--- config.mk ---
export PLATFORM = sky130hd
export DESIGN_NAME = writeback_arbiter
export DESIGN_NICKNAME = d
export VERILOG_FILES = /design/src/rtl/writeback_arbiter_pkg.sv /design/src/rtl/writeback_arbiter_rr_arbiter.sv /design/src/rtl/writeback_arbiter.sv
export SDC_FILE = /design/constraint.sdc
export NUM_CORES = 1
export LEC_CHECK = 0
export CORE_MARGIN = 8
export CORE_UTILIZATION = 25
export DETAILED_ROUTE_END_ITERATION = 7
export GPL_TIMING_DRIVEN = 0
export PLACE_DENSITY_LB_ADDON = 0.2
export SLEW_MARGIN = 10
export SYNTH_ARGS = -nofsm -noshare
export SYNTH_HDL_FRONTEND = slang
export SYNTH_SLANG_ARGS = --single-unit
export TNS_END_PERCENT = 30
--- constraint.sdc ---
create_clock -name clk -period 4.6 [get_ports clk]
set_input_delay 1.38 -clock clk [delete_from_list [all_inputs] [get_ports clk]]
set_output_delay 1.38 -clock clk [all_outputs]
set_load 0.02 [all_outputs]
--- src/rtl/writeback_arbiter_pkg.sv ---
// Shared micro-architecture definitions for the X->W writeback path:
// message field widths, output-stage state encoding and round-robin helper.
package writeback_arbiter_pkg;

  localparam int unsigned PcBits      = 32;
  localparam int unsigned RegAddrBits = 5;
  localparam int unsigned DataBits    = 32;

  // One-entry output stage occupancy.
  typedef enum logic {StEmpty, StFull} out_state_e;

  // Index following `idx` in a ring of `num` requesters.
  function automatic int unsigned rr_next(int unsigned idx, int unsigned num);
    return (idx + 1 >= num) ? 0 : idx + 1;
  endfunction

endpackage

--- src/rtl/writeback_arbiter_rr_arbiter.sv ---
// Round-robin arbiter: one-hot grant scanning from a rotating priority
// pointer; the pointer moves past the winner whenever a grant is issued.
module writeback_arbiter_rr_arbiter
  import writeback_arbiter_pkg::*;
#(
  parameter int unsigned NumReq = 3
) (
  input  logic              clk,
  input  logic              rst,
  input  logic [NumReq-1:0] req,
  input  logic              en,
  output logic [NumReq-1:0] grant
);

  localparam int unsigned PtrBits = (NumReq > 1) ? $clog2(NumReq) : 1;

  logic [PtrBits-1:0] ptr_q;
  logic [PtrBits-1:0] idx;
  logic [PtrBits-1:0] grant_idx;
  logic               found;

  // First requester at or after the pointer, wrapping around the ring.
  always_comb begin
    grant     = '0;
    grant_idx = '0;
    found     = 1'b0;
    idx       = '0;
    for (int unsigned k = 0; k < NumReq; k++) begin
      idx = PtrBits'((32'(ptr_q) + k) % NumReq);
      if (!found && req[idx]) begin
        found     = 1'b1;
        grant_idx = idx;
      end
    end
    if (en && found) grant[grant_idx] = 1'b1;
  end

  // Priority pointer advances past the winner only on an actual grant.
  always_ff @(posedge clk or negedge rst) begin
    if (!rst) begin
      ptr_q <= '0;
    end else if (en && found) begin
      ptr_q <= PtrBits'(rr_next(32'(grant_idx), NumReq));
    end
  end

endmodule

--- src/rtl/writeback_arbiter.sv ---
// Writeback arbiter: shares the single X->W port among execute units.
// Grants one request per cycle by round-robin into a one-entry output
// register; a full register can be refilled in the same cycle it drains.
module writeback_arbiter
  import writeback_arbiter_pkg::*;
#(
  parameter int unsigned p_num_units    = 3,
  parameter int unsigned p_seq_num_bits = 5
) (
  input  logic                                         clk,
  input  logic                                         rst,
  input  logic [p_num_units-1:0]                       req_val,
  output logic [p_num_units-1:0]                       req_rdy,
  input  logic [p_num_units-1:0][PcBits-1:0]           req_pc,
  input  logic [p_num_units-1:0][p_seq_num_bits-1:0]   req_seq_num,
  input  logic [p_num_units-1:0][RegAddrBits-1:0]      req_waddr,
  input  logic [p_num_units-1:0][DataBits-1:0]         req_wdata,
  input  logic [p_num_units-1:0]                       req_wen,
  output logic                                         W_val,
  input  logic                                         W_rdy,
  output logic [PcBits-1:0]                            W_pc,
  output logic [p_seq_num_bits-1:0]                    W_seq_num,
  output logic [RegAddrBits-1:0]                       W_waddr,
  output logic [DataBits-1:0]                          W_wdata,
  output logic                                         W_wen
);

  // Seq-num width is a parameter, so the message type lives here rather
  // than in the package.
  typedef struct packed {
    logic [PcBits-1:0]         pc;
    logic [p_seq_num_bits-1:0] seq_num;
    logic [RegAddrBits-1:0]    waddr;
    logic [DataBits-1:0]       wdata;
    logic                      wen;
  } xw_msg_t;

  out_state_e             state_q;
  xw_msg_t                msg_q;
  xw_msg_t                sel_msg;
  logic                   can_accept;
  logic                   grant_any;
  logic [p_num_units-1:0] grant;

  assign can_accept = (state_q == StEmpty) || W_rdy;

  // Gating with rst keeps req_rdy low for the whole reset period.
  writeback_arbiter_rr_arbiter #(
    .NumReq (p_num_units)
  ) u_rr_arbiter (
    .clk   (clk),
    .rst   (rst),
    .req   (req_val),
    .en    (can_accept & rst),
    .grant (grant)
  );

  assign req_rdy   = grant;
  assign grant_any = |grant;

  // Select the granted unit's message; grant is one-hot.
  always_comb begin
    sel_msg = '0;
    for (int unsigned i = 0; i < p_num_units; i++) begin
      if (grant[i]) begin
        sel_msg.pc      = req_pc[i];
        sel_msg.seq_num = req_seq_num[i];
        sel_msg.waddr   = req_waddr[i];
        sel_msg.wdata   = req_wdata[i];
        sel_msg.wen     = req_wen[i];
      end
    end
  end

  // Output stage: a grant always (re)fills; otherwise a dequeue empties it.
  always_ff @(posedge clk or negedge rst) begin
    if (!rst) begin
      state_q <= StEmpty;
      msg_q   <= '0;
    end else if (grant_any) begin
      state_q <= StFull;
      msg_q   <= sel_msg;
    end else if (state_q == StFull && W_rdy) begin
      state_q <= StEmpty;
    end
  end

  assign W_val     = (state_q == StFull);
  assign W_pc      = msg_q.pc;
  assign W_seq_num = msg_q.seq_num;
  assign W_waddr   = msg_q.waddr;
  assign W_wdata   = msg_q.wdata;
  assign W_wen     = msg_q.wen;

endmodule

==> results of run 1 <==
[state kept, by name, summed over array words and instances, names as in the netlist]
signal	flops
W_pc	32
W_wdata	32
W_seq_num	5
W_waddr	5
u_rr_arbiter.ptr_q	2
W_val	1
W_wen	1
[per-layer routing]
metal | vias to the layer above | wire, µm
met2 | 193 | 10800
met3 | 18 | 1940
li1 | 2706 | -
met4 | 2 | 263
met1 | 2588 | 8920
met5 | - | 13
[power by group through the flow]
stage	logic, mW	registers (mW)	clock network [mW]
3_3_place_gp	3.80	1.22	0
3_5_place_dp	3.81	1.22	0
5_1_grt	4.12	1.26	0.880
6_report	3.80	1.22	0.833
2_1_floorplan	1.91	1.60	0
4_1_cts	3.87	1.22	0.858
[cell families (layout without fill, tap and decap cells)]
family          after synthesis  after routing  synth area share (%)
mux                          77             77                  15.3
simple gates                315            315                  24.0
buf+inv                      54            380                  5.68
fa+ha+maj                     4              4                 0.996
compound gates               89             89                  15.1
flops                        78             78                  38.9
[metrics by stage]
stage | std cells | total power [mW] | setup TNS, ns
after CTS | 1213 | 5.95 | 0
after floorplan | 617 | 3.51 | 0
after detailed placement | 1197 | 5.03 | -2.19
after global placement | 1196 | 5.01 | -248.19
after global routing | 1213 | 6.25 | -0.0281
final | 1213 | 5.85 | 0
[layout make-up]
cell class	instances	area (µm²)
Fill cell	2049	11100
Timing Repair Buffer	314	3130
Multi-Input combinational cell	485	2800
Sequential cell	78	1950
Tap cell	270	338
Buffer	48	278
Clock buffer	11	243
Clock inverter	4	95.1
Inverter	3	11.3
[critical path: cells and delay by family]
family,cells,cell delay (ns)
and+or+nand+nor,1,0.12
AOI/OAI and AO/OA,3,0.47
buffers and inverters,5,1.15
[synthesized netlist by cell type]
library cell / n / area share (%)
mux2i_1: 77 / 15
dfrtp_1: 78 / 39
nand2b_1: 1 / 0.12
nand2_1: 79 / 5.9
inv_1: 3 / 0.22
o21ai_2: 2 / 0.35
buf_8: 3 / 0.90
buf_2: 18 / 1.8
and3b_1: 1 / 0.17
ha_1: 4 / 1.0
nor2b_1: 3 / 0.37
clkbuf_1: 15 / 1.1
nor3_1: 1 / 0.10
o21ai_0: 4 / 0.40
o41ai_2: 1 / 0.32
a21oi_1: 2 / 0.20
and2_1: 1 / 0.12
o311ai_0: 1 / 0.17
a21boi_0: 1 / 0.15
buf_1: 8 / 0.60
a22o_1: 76 / 13
a21o_1: 2 / 0.30
nor2_1: 228 / 17
buf_4: 7 / 1.0
nand3b_1: 1 / 0.15
[final timing paths]
check / start / end / cells after the start
max in group asynchronous: rst / W_wdata[25]$_DFFE_PN0P_ / 2
min in group asynchronous: rst / W_pc[19]$_DFFE_PN0P_ / 1
hold reg to reg: W_pc[7]$_DFFE_PN0P_ / W_pc[7]$_DFFE_PN0P_ / 1
hold / removal: W_pc[7]$_DFFE_PN0P_ / W_pc[7]$_DFFE_PN0P_ / 1
setup reg to reg: u_rr_arbiter.ptr_q[0]$_DFFE_PN0N_ / W_wdata[9]$_DFFE_PN0P_ / 10
setup / recovery: req_val[2] / req_rdy[1] / 9
[what timing repair did]
| action | CTS | global route |
|---|---|---|
| resized for setup | 24 | 2 |
| cloned | 1 | 0 |
| endpoints found under the setup margin | 3 | 3 |
| buffers inserted | 3 | 0 |
| pin swaps | 1 | 0 |
| hold buffers | 0 | 0 |
==> flow_metrics.py, run 1 <==
metrics = {
    "logic_synthesis": {
        "synthCells": 617,
        "ys.warnings.count": 0,
        "syn-cell-area_mm2": 0.00502,
        "synth.distinct_cells": 25,
        "synth_nets": 852,
        "synth_seq_area_share_pct": 38.9,
        "syn_area_per_cell_um2": 8.14,
        "ys_ff_latch": 78,
    },
    "routing": {
        "routed_wl_mm": 21.9,
        "vias": 5507,
        "first_pass_iters": 4,
        "postRouteAntennaNets": 0,
        "drt-initial-drc-count": 182,
        "post_drt_wl_per_cell_um": 18.1,
        "drcViolationCount": 0,
        "vias_per_cell": 4.54,
    },
    "global_route": {
        "grt_overflow": 0,
        "grtUsageTotal_pct": 17.2,
        "grt_pass1_vias": 5817,
        "grt_use_met2_pct": 29.5,
        "use_met1_pct": 20.5,
        "grt_max_degree": 43,
        "grt_pass1_wl_mm": 33.0,
        "grt_antenna_before_repair": 1,
        "grt.met3_usage_pct": 5.19,
        "busiest_layer": "met2",
    },
    "clock_tree": {
        "cts_tree": "built",
        "numCtsBuffers": 9,
        "h-tree-depth": 3,
        "clk_pin_slew_ns": 0.06,
        "root_buffer": "clkbuf_16",
        "clockBufferDepth": 2,
        "clkLatencyLatePin_ns": 0.34,
        "cts_sinks": 78,
    },
    "sta": {
        "rsz0062_at_grt": "true",
        "finalWorstSetupSlack_ns": 0.0834,
        "hold_ws_ns": 0.503,
        "finClkSkew_ns": 0.00613,
        "period_minus_slack_ns": 4.52,
        "setup_viol": 0,
        "worstMarginPinSlew_ns": 0.615,
        "max_freq_ghz": 0.221,
        "hold_violations": 0,
        "period_share_pct": 98.2,
        "slew_headroom_pct": 59.0,
        "drv_slew": 0,
    },
    "power_and_ir_drop": {
        "combPwrFrac_pct": 65.0,
        "p_sw_mw": 2.50,
        "internal-power_mw": 3.35,
        "power.density_mw_per_mm2": 660,
        "p_leak_nw": 3.98,
        "peakVddDrop_uv": 250,
        "seqPwrFrac_pct": 20.8,
        "p_clk_share_pct": 14.2,
        "swShare_pct": 42.7,
    },
    "critical_path": {
        "startpoint_type": "input pin",
        "critical_path.max_stage_delay_ns": 0.47,
        "path_cells": "clkdlybuf4s50_1, o21ai_2, o21ai_2, o41ai_2, buf_4, buf_12, buf_8, and2_1, buf_2",
        "critPathRequiredTime_ns": 3.22,
        "critPathCaptureType": "primary output",
        "cp.arrival_ns": 3.14,
        "critPathKind": "input pin to primary output",
        "reg2reg_slack_ns": 1.82,
        "cp_slowest_cell": "clkdlybuf4s50_1",
        "cpMostUsedCell": "o21ai_2",
        "crit_path_max_fanout": 10,
    },
    "placement": {
        "place_hpwl_mm": 17.1,
        "pre_cts_ws_ns": -0.863,
        "dpl_cell_area_mm2": 0.00848,
        "gp_congestion": 0.793,
        "portBuffers": 309,
    },
    "layout": {
        "final_common_cell": "clkdlybuf4s50_1",
        "syn_to_final_growth_pct": 76.2,
        "layout.nets": 1174,
        "antenna_cells": 0,
        "finalInstanceArea_mm2": 0.00885,
        "layout_common_cells": "clkdlybuf4s50_1, nor2_1, nand2_1",
        "layout-drive-gt1-share_pct": 5.83,
        "post-route-util_pct": 44.3,
    },
    "status": {
        "status": "finished clean",
    },
    "die": {
        "die_w_um": 158,
        "rows": 52,
        "die_h_um": 158,
        "start_util_pct": 25.2,
        "dieArea_mm2": 0.0249,
        "core-area_mm2": 0.0200,
        "ios": 310,
    },
    "worst_hold_path": {
        "hp-class": "register to register",
    },
    "job": {
        "drv_cap": 0,
    },
}
Power figures use the tool's default switching activity.
==> run 2, diff against run 1 <==
- CORE_UTILIZATION: 25 -> 40
==> flow_metrics.py, run 2 (same netlist as run 1, synthesis figures left out) <==
metrics = {
    "job": {
        "drv_cap": 0,
    },
    "critical_path": {
        "critPathKind": "input pin to primary output",
        "startpoint_type": "input pin",
        "critPathRequiredTime_ns": 3.22,
        "cp.arrival_ns": 3.10,
        "crit_path_max_fanout": 15,
        "critPathCaptureType": "primary output",
    },
    "layout": {
        "syn_to_final_growth_pct": 73.5,
        "regArea_mm2": 0.00195,
        "fin_cells": 1122,
        "antenna_cells": 0,
        "layout_common_cells": "clkdlybuf4s50_1, nor2_1, nand2_1",
        "layout-drive-gt1-share_pct": 6.00,
        "fillers": 1051,
        "final_common_cell": "clkdlybuf4s50_1",
        "layout.nets": 1180,
        "post-route-util_pct": 69.9,
        "multi_input_area_mm2": 0.00281,
    },
    "die": {
        "die_h_um": 128,
        "rows": 41,
        "start_util_pct": 40.3,
        "die_w_um": 128,
        "core-area_mm2": 0.0125,
        "ios": 310,
        "dieArea_mm2": 0.0164,
    },
    "clock_tree": {
        "clk_pin_slew_ns": 0.06,
        "clockBufferDepth": 2,
        "root_buffer": "clkbuf_16",
        "clkLatencyLatePin_ns": 0.33,
        "cts_sinks": 78,
        "numCtsBuffers": 9,
        "cts_tree": "built",
        "hold_buffers": 0,
        "h-tree-depth": 3,
    },
    "sta": {
        "finClkSkew_ns": 0.00365,
        "worstMarginPinSlew_ns": 0.572,
        "hold_violations": 0,
        "period_minus_slack_ns": 4.48,
        "hold_ws_ns": 0.502,
        "period_share_pct": 97.5,
        "max_freq_ghz": 0.223,
        "slew_headroom_pct": 61.9,
        "rsz0062_at_grt": "false",
        "setup_viol": 0,
        "finalWorstSetupSlack_ns": 0.117,
        "drv_slew": 0,
    },
    "placement": {
        "pre_cts_ws_ns": -0.755,
        "portBuffers": 309,
        "gp_congestion": 0.875,
        "place_hpwl_mm": 16.0,
        "dp.cells": 1099,
    },
    "power_and_ir_drop": {
        "peakVddDrop_uv": 320,
        "power.total_mw": 5.72,
        "p_clk_share_pct": 12.2,
        "swShare_pct": 42.9,
        "internal-power_mw": 3.27,
        "power.density_mw_per_mm2": 657,
        "p_sw_mw": 2.46,
        "combPwrFrac_pct": 66.5,
        "seqPwrFrac_pct": 21.3,
        "p_leak_nw": 3.97,
    },
    "global_route": {
        "grt_antenna_before_repair": 0,
        "grt_pass1_wl_mm": 31.7,
        "grtUsageTotal_pct": 24.9,
        "grt_max_degree": 42,
        "grt_pass1_vias": 5899,
        "grt_overflow": 0,
    },
    "routing": {
        "drcViolationCount": 0,
        "first_pass_iters": 5,
        "drt-initial-drc-count": 365,
        "post_drt_wl_per_cell_um": 18.2,
        "postRouteAntennaNets": 0,
        "routed_wl_mm": 20.4,
        "vias": 5592,
        "vias_per_cell": 4.98,
    },
    "status": {
        "status": "finished clean",
    },
    "worst_hold_path": {
        "hp-class": "register to register",
    },
}
==> run 2: routing by layer <==
metal,up-vias,GRT usage [%],wire length [µm]
li1,2722,-,-
met1,2607,28.7,8130
met2,226,41.7,9980
met3,37,8.32,1760
met4,0,10.0,530
met5,-,0,0
==> run 2: power groups by stage <==
stage               registers, mW  logic, mW  clock network [mW]
CTS                          1.22       3.76               0.708
detailed placement           1.22       3.74                   0
global route                 1.26       4.11               0.737
floorplan                    1.60       1.91                   0
finish                       1.22       3.81               0.697
global placement             1.22       3.69                   0
==> run 2: layout make-up <==
class                           count  share of cell area, %
Buffer                             46                   2.88
Clock buffer                       15                   2.84
Clock inverter                      1                  0.344
Inverter                            3                  0.129
Multi-Input combinational cell    485                   32.2
Sequential cell                    78                   22.4
Tap cell                          172                   2.47
Timing Repair Buffer              322                   36.7
==> run 2: worst paths after layout <==
kind / start / endpoint / slack [ns] / cells after the start
hold reg to reg: W_wdata[28]$_DFFE_PN0P_ / W_wdata[28]$_DFFE_PN0P_ / 0.50 / 1
setup reg to reg: u_rr_arbiter.ptr_q[0]$_DFFE_PN0N_ / W_pc[9]$_DFFE_PN0P_ / 1.88 / 10
max in group asynchronous: rst / W_wdata[31]$_DFFE_PN0P_ / 2.96 / 2
hold / removal: W_wdata[28]$_DFFE_PN0P_ / W_wdata[28]$_DFFE_PN0P_ / 0.50 / 1
min in group asynchronous: rst / W_pc[27]$_DFFE_PN0P_ / 1.02 / 1
setup / recovery: req_val[0] / req_rdy[1] / 0.12 / 8
==> run 2: stage by stage <==
| stage | TNS [ns] | instance area (µm²) |
|---|---|---|
| floorplan | 0 | 5020 |
| global placement | -211.32 | 8330 |
| detailed placement | -2.10 | 8350 |
| CTS | 0 | 8640 |
| global route | 0 | 8720 |
| finish | 0 | 8720 |
==> run 2: worst max-delay path, stage by stage <==
cell and delay (ns):
clkdlybuf4s50_1 0.48, mux2i_4 0.20, o21ai_2 0.10, o41ai_2 0.30
buf_4 0.19, buf_12 0.14, and2_1 0.15, buf_4 0.15
==> run 2: timing repair <==
action,4_1_cts,5_1_grt
gates resized for setup,24,3
cloned,1,0
buffers inserted,1,10
endpoints found under the setup margin,3,3
pin swaps,1,0
